### config.mk
export PLATFORM = sky130hd
export DESIGN_NAME = prog_loader
export DESIGN_NICKNAME = d
export VERILOG_FILES = /design/src/rtl/prog_loader.sv
export SDC_FILE = /design/constraint.sdc
export NUM_CORES = 1
export LEC_CHECK = 0
export BUFFER_PORTS_ARGS = -buffer_cell sky130_fd_sc_hd__buf_2
export CAP_MARGIN = 20
export CORE_MARGIN = 2
export CORE_UTILIZATION = 35
export CTS_BUF_LIST = sky130_fd_sc_hd__clkbuf_16
export CTS_CLUSTER_SIZE = 8
export DETAILED_ROUTE_END_ITERATION = 8
export PLACE_DENSITY = 0.53
export RECOVER_POWER = 25
export SLEW_MARGIN = 20
export SYNTH_ARGS = -nofsm -noshare
export SYNTH_HDL_FRONTEND = slang
export SYNTH_SLANG_ARGS = --single-unit
### constraint.sdc
create_clock -name wb_clk_i -period 4 [get_ports wb_clk_i]
set_input_delay 1 -clock wb_clk_i [delete_from_list [all_inputs] [get_ports wb_clk_i]]
set_output_delay 1 -clock wb_clk_i [all_outputs]
set_load 0.05 [all_outputs]
### src/rtl/prog_loader.sv
// prog_loader: UART-fed memory programming engine.
//
// Parses framed byte packets from a UART receiver and streams little-endian
// words into one of NUM_REGIONS on-chip RAMs. Owns the core reset, which is
// held asserted until a BOOT command arrives.
//
// Frame: CMD, ADDR_LO, ADDR_HI, LEN (0 = 256 words), LEN*(DW/8) data bytes,
// CSUM (8-bit sum of all frame bytes including CSUM must be zero).
// Commands: 0x5r write to region r, 0xF0 BOOT, 0xF1 HALT.
//
// Ports:
//   wb_clk_i     system clock
//   wb_rst_i     synchronous active-high reset
//   rx_dv_i      one-cycle byte-valid strobe from the UART receiver
//   rx_byte_i    received byte
//   mem_we_o     one-hot write strobe, one bit per region
//   mem_addr_o   shared word address
//   mem_wdata_o  shared write data
//   core_rst_no  active-low core reset
//   busy_o       high while a frame is in progress
//   err_o        [0] checksum error, [1] protocol error
//   ack_valid_o  (PROG_LOADER_ACK_EN only) one-cycle pulse after a frame ends
//   ack_byte_o   (PROG_LOADER_ACK_EN only) 0x06 ACK / 0x15 NAK
//
// Optional feature macro: PROG_LOADER_ACK_EN adds the ACK/NAK outputs.

module prog_loader #(
    parameter int AW             = 14,
    parameter int DW             = 32,
    parameter int NUM_REGIONS    = 2,
    parameter int TIMEOUT_CYCLES = 1000000
) (
    input  logic                   wb_clk_i,
    input  logic                   wb_rst_i,
    input  logic                   rx_dv_i,
    input  logic [7:0]             rx_byte_i,
    output logic [NUM_REGIONS-1:0] mem_we_o,
    output logic [AW-1:0]          mem_addr_o,
    output logic [DW-1:0]          mem_wdata_o,
    output logic                   core_rst_no,
    output logic                   busy_o,
    output logic [1:0]             err_o
`ifdef PROG_LOADER_ACK_EN
    ,
    output logic                   ack_valid_o,
    output logic [7:0]             ack_byte_o
`endif
);

    localparam int unsigned BYTES = DW / 8;
    localparam int          BIW   = (BYTES > 1) ? $clog2(BYTES) : 1;
    localparam int          TW    = $clog2(TIMEOUT_CYCLES + 1);
    localparam int unsigned NR    = NUM_REGIONS;

    localparam logic [2:0] S_IDLE  = 3'd0;
    localparam logic [2:0] S_ADDR0 = 3'd1;
    localparam logic [2:0] S_ADDR1 = 3'd2;
    localparam logic [2:0] S_LEN   = 3'd3;
    localparam logic [2:0] S_DATA  = 3'd4;
    localparam logic [2:0] S_CSUM  = 3'd5;

    logic [2:0]     state;
    logic [1:0]     region;
    logic [7:0]     addr_lo;
    logic [AW-1:0]  cur_addr;
    logic [8:0]     words_left;
    logic [BIW-1:0] byte_idx;
    logic [DW-1:0]  word_buf;
    logic [7:0]     csum;
    logic [TW-1:0]  timer;

    logic [DW-1:0]  next_word;
    logic [7:0]     csum_next;
    logic           last_byte;
    logic           is_boot;
    logic           is_halt;
    logic           write_ok;
    logic           timeout;

    // Word under assembly with the incoming byte merged into its lane.
    always_comb begin
        next_word = word_buf;
        for (int unsigned b = 0; b < BYTES; b++) begin
            if (byte_idx == BIW'(b)) begin
                next_word[b*8 +: 8] = rx_byte_i;
            end
        end
    end

    assign csum_next = csum + rx_byte_i;
    assign last_byte = (byte_idx == BIW'(BYTES - 1));
    assign is_boot   = (rx_byte_i == 8'hF0);
    assign is_halt   = (rx_byte_i == 8'hF1);
    // Writes are refused while the core runs so it never sees its memory change.
    assign write_ok  = (rx_byte_i[7:4] == 4'h5) && (32'(rx_byte_i[3:0]) < NR) && !core_rst_no;
    // A strobe in the same cycle as expiry wins; the byte is accepted.
    assign timeout   = (state != S_IDLE) && !rx_dv_i && (timer == TW'(TIMEOUT_CYCLES - 1));
    assign busy_o    = (state != S_IDLE);

    always_ff @(posedge wb_clk_i) begin
        if (wb_rst_i) begin
            state       <= S_IDLE;
            region      <= '0;
            addr_lo     <= '0;
            cur_addr    <= '0;
            words_left  <= '0;
            byte_idx    <= '0;
            word_buf    <= '0;
            csum        <= '0;
            timer       <= '0;
            mem_we_o    <= '0;
            mem_addr_o  <= '0;
            mem_wdata_o <= '0;
            core_rst_no <= 1'b0;
            err_o       <= '0;
        end else begin
            mem_we_o <= '0;

            if (rx_dv_i) begin
                timer <= '0;
            end else if (state != S_IDLE) begin
                timer <= timer + TW'(1);
            end

            if (timeout) begin
                state    <= S_IDLE;
                err_o[1] <= 1'b1;
            end else if (rx_dv_i) begin
                case (state)
                    S_IDLE: begin
                        if (is_boot) begin
                            core_rst_no <= 1'b1;
                            err_o       <= '0;
                        end else if (is_halt) begin
                            core_rst_no <= 1'b0;
                            err_o       <= '0;
                        end else if (write_ok) begin
                            region <= rx_byte_i[1:0];
                            csum   <= rx_byte_i;
                            err_o  <= '0;
                            state  <= S_ADDR0;
                        end else begin
                            err_o[1] <= 1'b1;
                        end
                    end
                    S_ADDR0: begin
                        addr_lo <= rx_byte_i;
                        csum    <= csum_next;
                        state   <= S_ADDR1;
                    end
                    S_ADDR1: begin
                        cur_addr <= AW'({rx_byte_i, addr_lo});
                        csum     <= csum_next;
                        state    <= S_LEN;
                    end
                    S_LEN: begin
                        words_left <= {(rx_byte_i == 8'h00), rx_byte_i};
                        byte_idx   <= '0;
                        csum       <= csum_next;
                        state      <= S_DATA;
                    end
                    S_DATA: begin
                        csum     <= csum_next;
                        word_buf <= next_word;
                        if (last_byte) begin
                            mem_we_o    <= NUM_REGIONS'(1) << region;
                            mem_addr_o  <= cur_addr;
                            mem_wdata_o <= next_word;
                            cur_addr    <= cur_addr + AW'(1);
                            byte_idx    <= '0;
                            if (words_left == 9'd1) begin
                                state <= S_CSUM;
                            end else begin
                                words_left <= words_left - 9'd1;
                            end
                        end else begin
                            byte_idx <= byte_idx + BIW'(1);
                        end
                    end
                    S_CSUM: begin
                        if (csum_next != 8'h00) begin
                            err_o[0] <= 1'b1;
                        end
                        state <= S_IDLE;
                    end
                    default: state <= S_IDLE;
                endcase
            end
        end
    end

`ifdef PROG_LOADER_ACK_EN
    logic frame_end;
    logic frame_nak;

    // A frame ends on CSUM, on any single-byte command outcome other than
    // starting a write, or on timeout.
    always_comb begin
        frame_end = 1'b0;
        frame_nak = 1'b0;
        if (timeout) begin
            frame_end = 1'b1;
            frame_nak = 1'b1;
        end else if (rx_dv_i) begin
            if (state == S_IDLE) begin
                if (is_boot || is_halt) begin
                    frame_end = 1'b1;
                end else if (!write_ok) begin
                    frame_end = 1'b1;
                    frame_nak = 1'b1;
                end
            end else if (state == S_CSUM) begin
                frame_end = 1'b1;
                frame_nak = (csum_next != 8'h00);
            end
        end
    end

    always_ff @(posedge wb_clk_i) begin
        if (wb_rst_i) begin
            ack_valid_o <= 1'b0;
            ack_byte_o  <= '0;
        end else begin
            ack_valid_o <= frame_end;
            if (frame_end) begin
                ack_byte_o <= frame_nak ? 8'h15 : 8'h06;
            end
        end
    end
`endif

endmodule

==> flow_summary.yaml, run 1 <==
worst_setup_path:
  path_max_fanout: 12
  crit_chain: "buf_2 -> ha_1 -> fa_1 -> nand3_1 -> a21oi_1 -> and3_1 -> a2111oi_0 -> a2111oi_0 -> a311o_1"
  critPathKind: "in2reg"
  end_kind: "register"
  r2r_start: "state[2]"
  cp_data_required_time_ns: 4.31
  rr_worst_depth: 6
  crit_slowest_cell: "a2111oi_0"
  max_stage_delay_ns: 0.52
  cp_data_arrival_time_ns: 3.38
  r2r_end: "mem_wdata_o[21]"
  cp-start-kind: "input port"
  crit_top_cell: "a2111oi_0"
  crit_cells: 9
  timing.critical_path.from: "rx_byte_i[0]"
  critPathBufInv: 1
  crit_family: "compound AO/OA/AOI/OAI gates"
  r2r_setup_slack_ns: 1.26
cells_and_area:
  stdcell_area_um2: 7600
  fin_nets: 861
  postLayoutCoreUtil_pct: 40.7
  n_antenna_cell: 0
  syn_to_final_growth_pct: 14.7
  drive_gt1_share_pct: 9.09
clock_tree:
  post_cts_buffers: 0
  ctsHoldBuffers: 0
  clock_sinks: 141
  cts.path.max_buffers: 2
  cts_tree: "done"
  ctsHtreeMaxLevel: 4
  insertion_delay_ns: 0.42
  clkTransAtPathRegs_ns: 0.06
  postCtsResizedCells: 0
  root_buffer: "clkbuf_16"
  cts_made_buffers: 17
global_route:
  grt_pass1_wl_um: 28000
  grt_usage_pct: 17.6
  antenna_found_initial: 0
  grt_max_degree: 70
  overflow: 0
  grt_pass1_vias: 5302
timing:
  setup_tns_ns: 0
  slew_violations: 70
  period_share_pct: 76.8
  hold_viol: 0
  fin_crit_ns: 3.07
  setup_viol: 0
  worst_pin_slew_ns: 1.53
  grt_setup_unrepaired: "false"
  fin_worst_skew_ns: 0.0139
  clock.fmax_mhz: 326
  slew_headroom_pct: -2.31
yosys:
  synth-seq-area-share_pct: 42.6
  yosysWarnings: 0
  ys.flop_type: "dfxtp_1"
  synth_edf_count: 0
  async_reset_ff_share_pct: 0
  synth_nets: 829
  synthDistinctLibCells: 59
  postSynthAreaPerCell_um2: 8.26
  syn_inst: 802
  ys_ff_latch: 141
  syn-cell-area_um2: 6620
drt:
  wire_per_inst_um: 15.6
  drt-pass1-iter-count: 5
  drt_iter0_drc: 413
  wl_um: 16800
  vias_per_cell: 5.25
  routed-via-count: 5675
  drc: 0
  antenna_left: 0
place:
  gp_congestion: 0.807
  dpl_cell_area_um2: 7070
  dp_hpwl_um: 11000
  portBuffers: 62
min_path:
  hold_end: "mem_addr_o[8]"
  min_delay_path_depth: 2
  hp-start: "mem_addr_o[8]"
  min_path_type: "reg2reg"
floorplanning:
  ios: 63
  die_width_um: 142
  rows: 50
  initial_core_util_pct: 35.5
  core_area_um2: 18600
  die-area_um2: 20000
  die-height_um: 142
run:
  drv_cap: 1
power_and_ir_drop:
  p_leak_uw: 0.00273
  power.density_nw_per_um2: 498
  ir_drop_mv: 0.306
run_status:
  status: "finished, violations left"
  violations: "capacitance limit, slew limit"
-- report_power, final --
part           internal, µW  switching, µW
combinational           248            423
clock                   915            625
sequential             1480           95.9
total                  2640           1140
-- worst max path at each step --
stage	end	slack, ns
3_3_place_gp	err_o[0]	0.53
2_1_floorplan	err_o[0]	0.97
5_1_grt	err_o[0]	0.73
4_1_cts	err_o[0]	0.99
3_5_place_dp	err_o[0]	0.56
6_report	err_o[0]	0.93
-- state kept, by name, indices dropped and copies added (netlist names) --
register and cells:
addr_lo 8, byte_idx 2, core_rst_no 1, csum 8, cur_addr 14, err_o 2
mem_addr_o 14, mem_wdata_o 32, mem_we_o 2, region 2, state 3, timer 20
word_buf 24, words_left 9
-- synth_stat cells (14+ instances only) --
cell	instances	area [µm²]
ha_1	15	188
inv_1	20	75.1
nand2_1	102	383
mux2i_1	52	521
o21ai_0	27	135
a21oi_1	73	365
nor2_1	114	428
nand3_1	19	95.1
a211oi_1	38	285
clkbuf_1	42	158
nor4_1	14	87.6
dfxtp_1	141	2820
-- kinds of logic after synthesis --
family / after synthesis / synth area share, %
and+or+nand+nor: 316 / 21.9
AOI/OAI and AO/OA: 178 / 16.8
DFF: 141 / 42.6
buffers and inverters: 78 / 4.93
muxes: 53 / 8.03
xor gates and xnor gates: 20 / 2.64
adders and majority gates: 16 / 3.14
-- through the flow --
step	setup WS, ns	instances	hold WS (ns)	total power, µW
after floorplan	0.970	802	0.413	2120
after global placement	0.530	1049	0.444	2270
after detailed placement	0.562	1049	0.444	2270
after CTS	0.993	1081	0.453	3830
after global routing	0.727	1081	0.480	3990
final	0.929	1081	0.453	3780
-- per-layer routing --
layer	track usage [%]	vias up	part of all wire, %
li1	-	2888	-
met4	5.05	0	1.2
met2	26.8	103	44
met1	25.2	2671	51
met3	3.68	13	3.4
met5	0	-	0
-- worst reg2reg max path, stage by stage, from the launching register on --
cell	delay, ns
dfxtp_1	0.68
nor3b_2	0.58
nand2_1	0.26
nor2_4	0.54
buf_12	0.30
nor2_1	0.09
a211oi_1	0.21
-- cells in the final DEF (no fill, tap or decap), types with 3 or more instances in the layout --
cell	count
a211oi_1	38
a21oi_1	73
a22oi_1	4
a311oi_1	3
and2_1	5
and3_1	4
and4_1	4
buf_2	23
buf_4	7
clkbuf_1	38
clkbuf_16	17
clkinvlp_4	4
dfxtp_1	141
ha_1	15
inv_1	24
inv_6	3
mux2i_1	52
nand2_1	102
nand2b_1	3
nand3_1	19
nand4_1	7
nor2_1	113
nor2b_1	5
nor3_1	12
nor3b_1	3
nor4_1	14
o211ai_1	3
o21a_1	5
o21ai_0	27
o22ai_1	6
o31ai_1	3
or2_2	3
or3_1	5
xnor2_1	10
xor2_1	10
-- area by class of cell --
type	instances	area, µm²
Timing Repair Buffer	70	335
Inverter	21	78.8
Fill cell	1902	11000
Tap cell	234	293
Clock buffer	17	425
Clock inverter	15	149
Multi-Input combinational cell	583	3490
Sequential cell	141	2820
(Power assumes the default switching activity.)
==> inputs of run 2 (changes only) <==
- ABC_AREA: not set -> 1
- clock period: 4 -> 3 ns (I/O delays scaled with it)
==> run 2 against run 1 <==
Against the previous run:
- the flow now finishes without violations
- combinational power up 150%
- worst hold slack worse by 0.014 ns
- first-iteration DRC count down 28%
- core utilization up 0.66 points
- count of clock-buffer cells in the layout unchanged
==> flow_summary.yaml, run 2 <==
worst_setup_path:
  crit_chain: "inv_2 -> nand2_1 -> buf_2"
  crit_slowest_cell: "dfxtp_1"
  path_max_fanout: 16
  end_kind: "primary output"
  cp-start-kind: "register"
  cp_data_required_time_ns: 2.25
  critPathBufInv: 2
  crit_family: "flip-flops"
  max_stage_delay_ns: 0.46
  cp_data_arrival_time_ns: 1.77
  critPathKind: "reg2out"
cells_and_area:
  top_register: "mem_wdata_o"
  syn_to_final_growth_pct: 16.6
  postLayoutCoreUtil_pct: 41.4
  layout_common_cells: "202 x nand2_1, 141 x dfxtp_1, 115 x a21oi_1, 107 x inv_1, 100 x nor2_1"
  final_common_cell: "nand2_1"
  reg_top3: "mem_wdata_o x32, word_buf x24, timer x20"
  largest_reg_flops: 32
  drive_gt1_share_pct: 11.5
  finalNonFillerCells: 1314
  fin_nets: 1062
drt:
  drt-pass1-iter-count: 5
  antenna_left: 0
  wl_um: 18500
  routed-via-count: 6332
  drt_iter0_drc: 296
  vias_per_cell: 4.82
  drc: 0
  wire_per_inst_um: 14.1
place:
  dp_hpwl_um: 12600
  dp_cells: 1281
  gp_congestion: 0.828
  dp_slack_ns: 0.563
  portBuffers: 62
yosys:
  ys.flop_type: "dfxtp_1"
  synth_top_area_share_pct: 41.1
  yosys.area.top_type: "dfxtp_1"
  synth_most_common_cell: "nand2_1"
  synth_edf_count: 0
  yosys-top-cells-area: "dfxtp_1 41%, nand2_1 11%, a21oi_1 8.4%"
  postSynthAreaPerCell_um2: 6.95
  synthDistinctLibCells: 40
  async_reset_ff_share_pct: 0
  synth-seq-area-share_pct: 41.1
  syn-cell-area_um2: 6860
  ys_ff_latch: 141
  ys_top_cells_by_count: "200 x nand2_1, 141 x dfxtp_1, 115 x a21oi_1, 107 x inv_1"
  yosysWarnings: 0
  synth_nets: 1014
  syn_inst: 987
floorplanning:
  die-height_um: 144
  ios: 63
  die-area_um2: 20700
  initial_core_util_pct: 35.5
  die_width_um: 144
  core_area_um2: 19300
  rows: 51
power_and_ir_drop:
  finalPower_uw: 6260
  p_leak_uw: 0.00322
  ir_drop_mv: 0.466
  power.density_nw_per_um2: 781
timing:
  slew_headroom_pct: 5.87
  worst_pin_slew_ns: 1.40
  clock.fmax_mhz: 397
  setup_slack_ns: 0.482
  grt_setup_unrepaired: "false"
  hold_viol: 0
  setup_viol: 0
  fin_crit_ns: 2.52
  fin_worst_skew_ns: 0.00952
  setup_tns_ns: 0
  slew_violations: 0
  period_share_pct: 83.9
run_status:
  status: "finished, final reports clean"
clock_tree:
  clkTransAtPathRegs_ns: 0.06
  ctsHoldBuffers: 0
  clock_sinks: 141
  insertion_delay_ns: 0.42
  post_cts_buffers: 0
  ctsHtreeMaxLevel: 4
  cts_tree: "done"
  cts_made_buffers: 17
  cts.path.max_buffers: 2
  postCtsResizedCells: 0
  root_buffer: "clkbuf_16"
global_route:
  overflow: 0
  antenna_found_initial: 1
  grt_pass1_wl_um: 29500
  grt_max_degree: 53
  grt_usage_pct: 18.2
  grt_pass1_vias: 5789
run:
  drv_cap: 0
min_path:
  min_path_type: "reg2reg"
[run 2: changes by cell type after synthesis, moves of 20 or more]
| cell | previous run | this run |
|---|---|---|
| o21ai_0 | 27 | 95 |
| nand2_1 | 102 | 200 |
| clkbuf_1 | 42 | 21 |
| o21ai_1 | 1 | 26 |
| inv_1 | 20 | 107 |
| mux2i_1 | 52 | 0 |
| a211oi_1 | 38 | 10 |
| a21oi_1 | 73 | 115 |
| nand3_1 | 19 | 39 |
[run 2: path summary, 6_finish.rpt]
kind / from / endpoint / slack (ns) / cells past startpoint
setup / recovery: state[2] / busy_o / 0.48 / 3
hold / removal: region[0] / mem_we_o[0] / 0.44 / 1
setup reg to reg: state[2] / cur_addr[12] / 0.57 / 8
hold reg to reg: region[0] / mem_we_o[0] / 0.44 / 1
[run 2: final cells by class]
class,instances,area [µm²]
inverters,118,444
clock inverters,15,244
clock buffers,17,425
well taps,265,332
diodes,1,2.50
fillers,2002,11300
multi-input cells,683,3340
flip-flops and latches,141,2820
repair buffers,74,398
[run 2: metrics by stage]
| stage | hold slack (ns) | area [µm²] |
|---|---|---|
| 6_report | 0.439 | 8010 |
| 5_1_grt | 0.468 | 8010 |
| 4_1_cts | 0.443 | 8060 |
| 3_5_place_dp | 0.432 | 7390 |
| 3_3_place_gp | 0.433 | 7390 |
| 2_1_floorplan | 0.407 | 6860 |
[run 2: logic make-up after synthesis]
family                   after synthesis  share of synthesized area, %
buffers and inverters                163                          9.61
AND/OR/NAND/NOR                      389                          24.5
AO/OA/AOI/OAI                        269                          20.6
flip-flops                           141                          41.1
XOR/XNOR                               9                          1.15
adder cells (fa/ha/maj)               16                          3.03
[run 2: layer usage]
| layer | wire, µm | vias up | global-route usage [%] |
|---|---|---|---|
| li1 | - | 3349 | - |
| met1 | 8990 | 2844 | 23.9 |
| met2 | 8610 | 118 | 30.2 |
| met3 | 583 | 21 | 3.31 |
| met4 | 323 | 0 | 6.30 |
| met5 | 0 | - | 0 |
[run 2: power breakdown]
| group | switching, µW | internal (µW) |
|---|---|---|
| Combinational | 1150 | 502 |
| Sequential | 133 | 2070 |
| Clock | 842 | 1560 |
| Total | 2120 | 4130 |
==> inputs of run 3 (changes only) <==
- ABC_AREA: 1 -> 0
- clock period: 3 -> 2.36 ns (I/O delays scaled with it)
==> run 3 against run 2 <==
Against the previous run:
- count of clock-buffer cells in the layout unchanged
- sequential share of layout area up 0.17 points
- non-clock buffer count up 31
- largest power group unchanged
- clock skew about the same
- critical path type is now reg2reg
- global-route usage down 0.99 points
==> flow_summary.yaml, run 3 (synthesized netlist as in run 1, its figures left out) <==
place:
  gp_congestion: 0.793
  dpl_cell_area_um2: 7390
  dp_hpwl_um: 11000
  portBuffers: 62
  dp_cells: 1084
clock_tree:
  clock_sinks: 141
  ctsHtreeMaxLevel: 4
  root_buffer: "clkbuf_16"
  post_cts_buffers: 0
  cts.path.max_buffers: 2
  ctsHoldBuffers: 0
  insertion_delay_ns: 0.42
  cts_tree: "done"
  cts_made_buffers: 17
  clkTransAtPathRegs_ns: 0.06
global_route:
  grt_pass1_vias: 5257
  antenna_found_initial: 0
  grt_usage_pct: 17.2
  grt_max_degree: 107
  grt_pass1_wl_um: 27300
  overflow: 0
power_and_ir_drop:
  ir_drop_mv: 0.545
  p_int_uw: 4720
  swShare_pct: 29.9
  clockPowerShare_pct: 40.5
  comb_power_share_pct: 20.4
  power.density_nw_per_um2: 846
  p_leak_uw: 0.00293
  pwr-share-seq_pct: 39.1
  p_sw_uw: 2020
cells_and_area:
  drive_gt1_share_pct: 14.1
  finalNonFillerCells: 1114
  fin_nets: 896
  final_common_cell: "dfxtp_1"
  top_register: "mem_wdata_o"
  n_antenna_cell: 0
  stdcell_area_um2: 7970
  syn_to_final_growth_pct: 20.3
  largest_reg_flops: 32
  layout_common_cells: "140 x dfxtp_1, 113 x nor2_1, 102 x nand2_1, 72 x a21oi_1, 52 x mux2i_1"
  postLayoutCoreUtil_pct: 42.8
  reg_top3: "mem_wdata_o x32, word_buf x24, timer x20"
worst_setup_path:
  rr_worst_depth: 6
  r2r_start: "words_left[0]"
  end_kind: "register"
  cp_data_required_time_ns: 2.68
  path_max_fanout: 18
  cp_data_arrival_time_ns: 2.57
  cp-start-kind: "register"
  critPathKind: "reg2reg"
  r2r_setup_slack_ns: 0.11
  r2r_end: "words_left[7]"
min_path:
  hold_end: "csum[0]"
  min_delay_path_depth: 2
  min_path_type: "in2reg"
  hp-start: "wb_rst_i"
timing:
  clock.fmax_mhz: 444
  slew_headroom_pct: 59.7
  grt_setup_unrepaired: "false"
  worst_pin_slew_ns: 0.606
  slew_violations: 0
  hold_viol: 0
  fin_crit_ns: 2.25
  setup_viol: 0
  period_share_pct: 95.4
  fin_worst_skew_ns: 0.00909
  holdWs_ns: 0.445
drt:
  antenna_left: 0
  wire_per_inst_um: 15.0
  routed-via-count: 5717
  drc: 0
  drt-pass1-iter-count: 4
  drt_iter0_drc: 384
  vias_per_cell: 5.13
  wl_um: 16700
run_status:
  status: "finished, final reports clean"
floorplanning:
  die_width_um: 142
  rows: 50
  core_area_um2: 18600
  initial_core_util_pct: 35.5
  die-area_um2: 20000
  die-height_um: 142
  ios: 63
run:
  drv_cap: 0
## run 3: cell types whose count changed in the layout (fill, tap and decap cells not counted), sizes merged, moves of 10 or more
cell	before	now
a211oi	11	38
nor3	23	13
mux2i	0	52
a21oi	115	73
nand3	40	19
a31oi	15	2
nor2	104	114
inv	117	25
o21ai	121	28
clkbuf	25	55
nand2	206	102
nor4	3	14
## run 3: repair_timing
item	in CTS	in global routing
endpoints found under the setup margin	1	2
cloned	0	0
pin swaps	0	1
gates resized for setup	1	8
## run 3: layout make-up
class,count,area [µm²]
flip-flops and latches,141,2820
repair buffers,105,626
fillers,1950,10700
well taps,234,293
clock buffers,17,425
multi-input cells,583,3560
clock inverters,13,169
inverters,21,78.8
## run 3: worst max-delay path: stages (launching register included)
cell	delay, ns
dfxtp_1	0.44
ha_1	0.17
or3b_2	0.46
o311a_1	0.29
o21a_1	0.38
nor2b_1	0.23
o21a_1	0.16
## run 3: layer usage
layer	global-route usage, %	share of wire, %	up-vias
li1	-	-	2949
met1	24.5	51	2663
met2	25.9	44	93
met3	3.75	4.1	12
met4	5.53	1.1	0
met5	0	0	-
## run 3: how the worst max path moves through the flow
| stage | start | end | slack, ns | cells past startpoint |
|---|---|---|---|---|
| 2_1_floorplan | rx_byte_i[2] | err_o[0] | 0.01 | 7 |
| 3_3_place_gp | rx_byte_i[0] | err_o[0] | -0.30 | 8 |
| 3_5_place_dp | rx_byte_i[0] | err_o[0] | -0.36 | 8 |
| 4_1_cts | csum[0] | err_o[0] | 0.03 | 7 |
| 5_1_grt | state[2] | state[0] | 0.003 | 6 |
| 6_report | words_left[0] | words_left[7] | 0.11 | 6 |
## run 3: power groups by stage
| stage | clock, µW | sequential [µW] | combinational (µW) |
|---|---|---|---|
| CTS | 2810 | 2630 | 1340 |
| global route | 2900 | 2660 | 1530 |
| global placement | 0 | 2690 | 1320 |
| finish | 2730 | 2640 | 1380 |
| floorplan | 0 | 2660 | 956 |
| detailed placement | 0 | 2680 | 1320 |
## run 3: metrics by stage
stage / TNS, ns / worst slack (ns) / total power (µW)
3_5_place_dp: -1.43 / -0.359 / 4010
2_1_floorplan: 0 / 0.0113 / 3620
6_report: 0 / 0.110 / 6740
3_3_place_gp: -1.19 / -0.296 / 4010
5_1_grt: 0 / 0.00334 / 7080
4_1_cts: 0 / 0.0263 / 6780
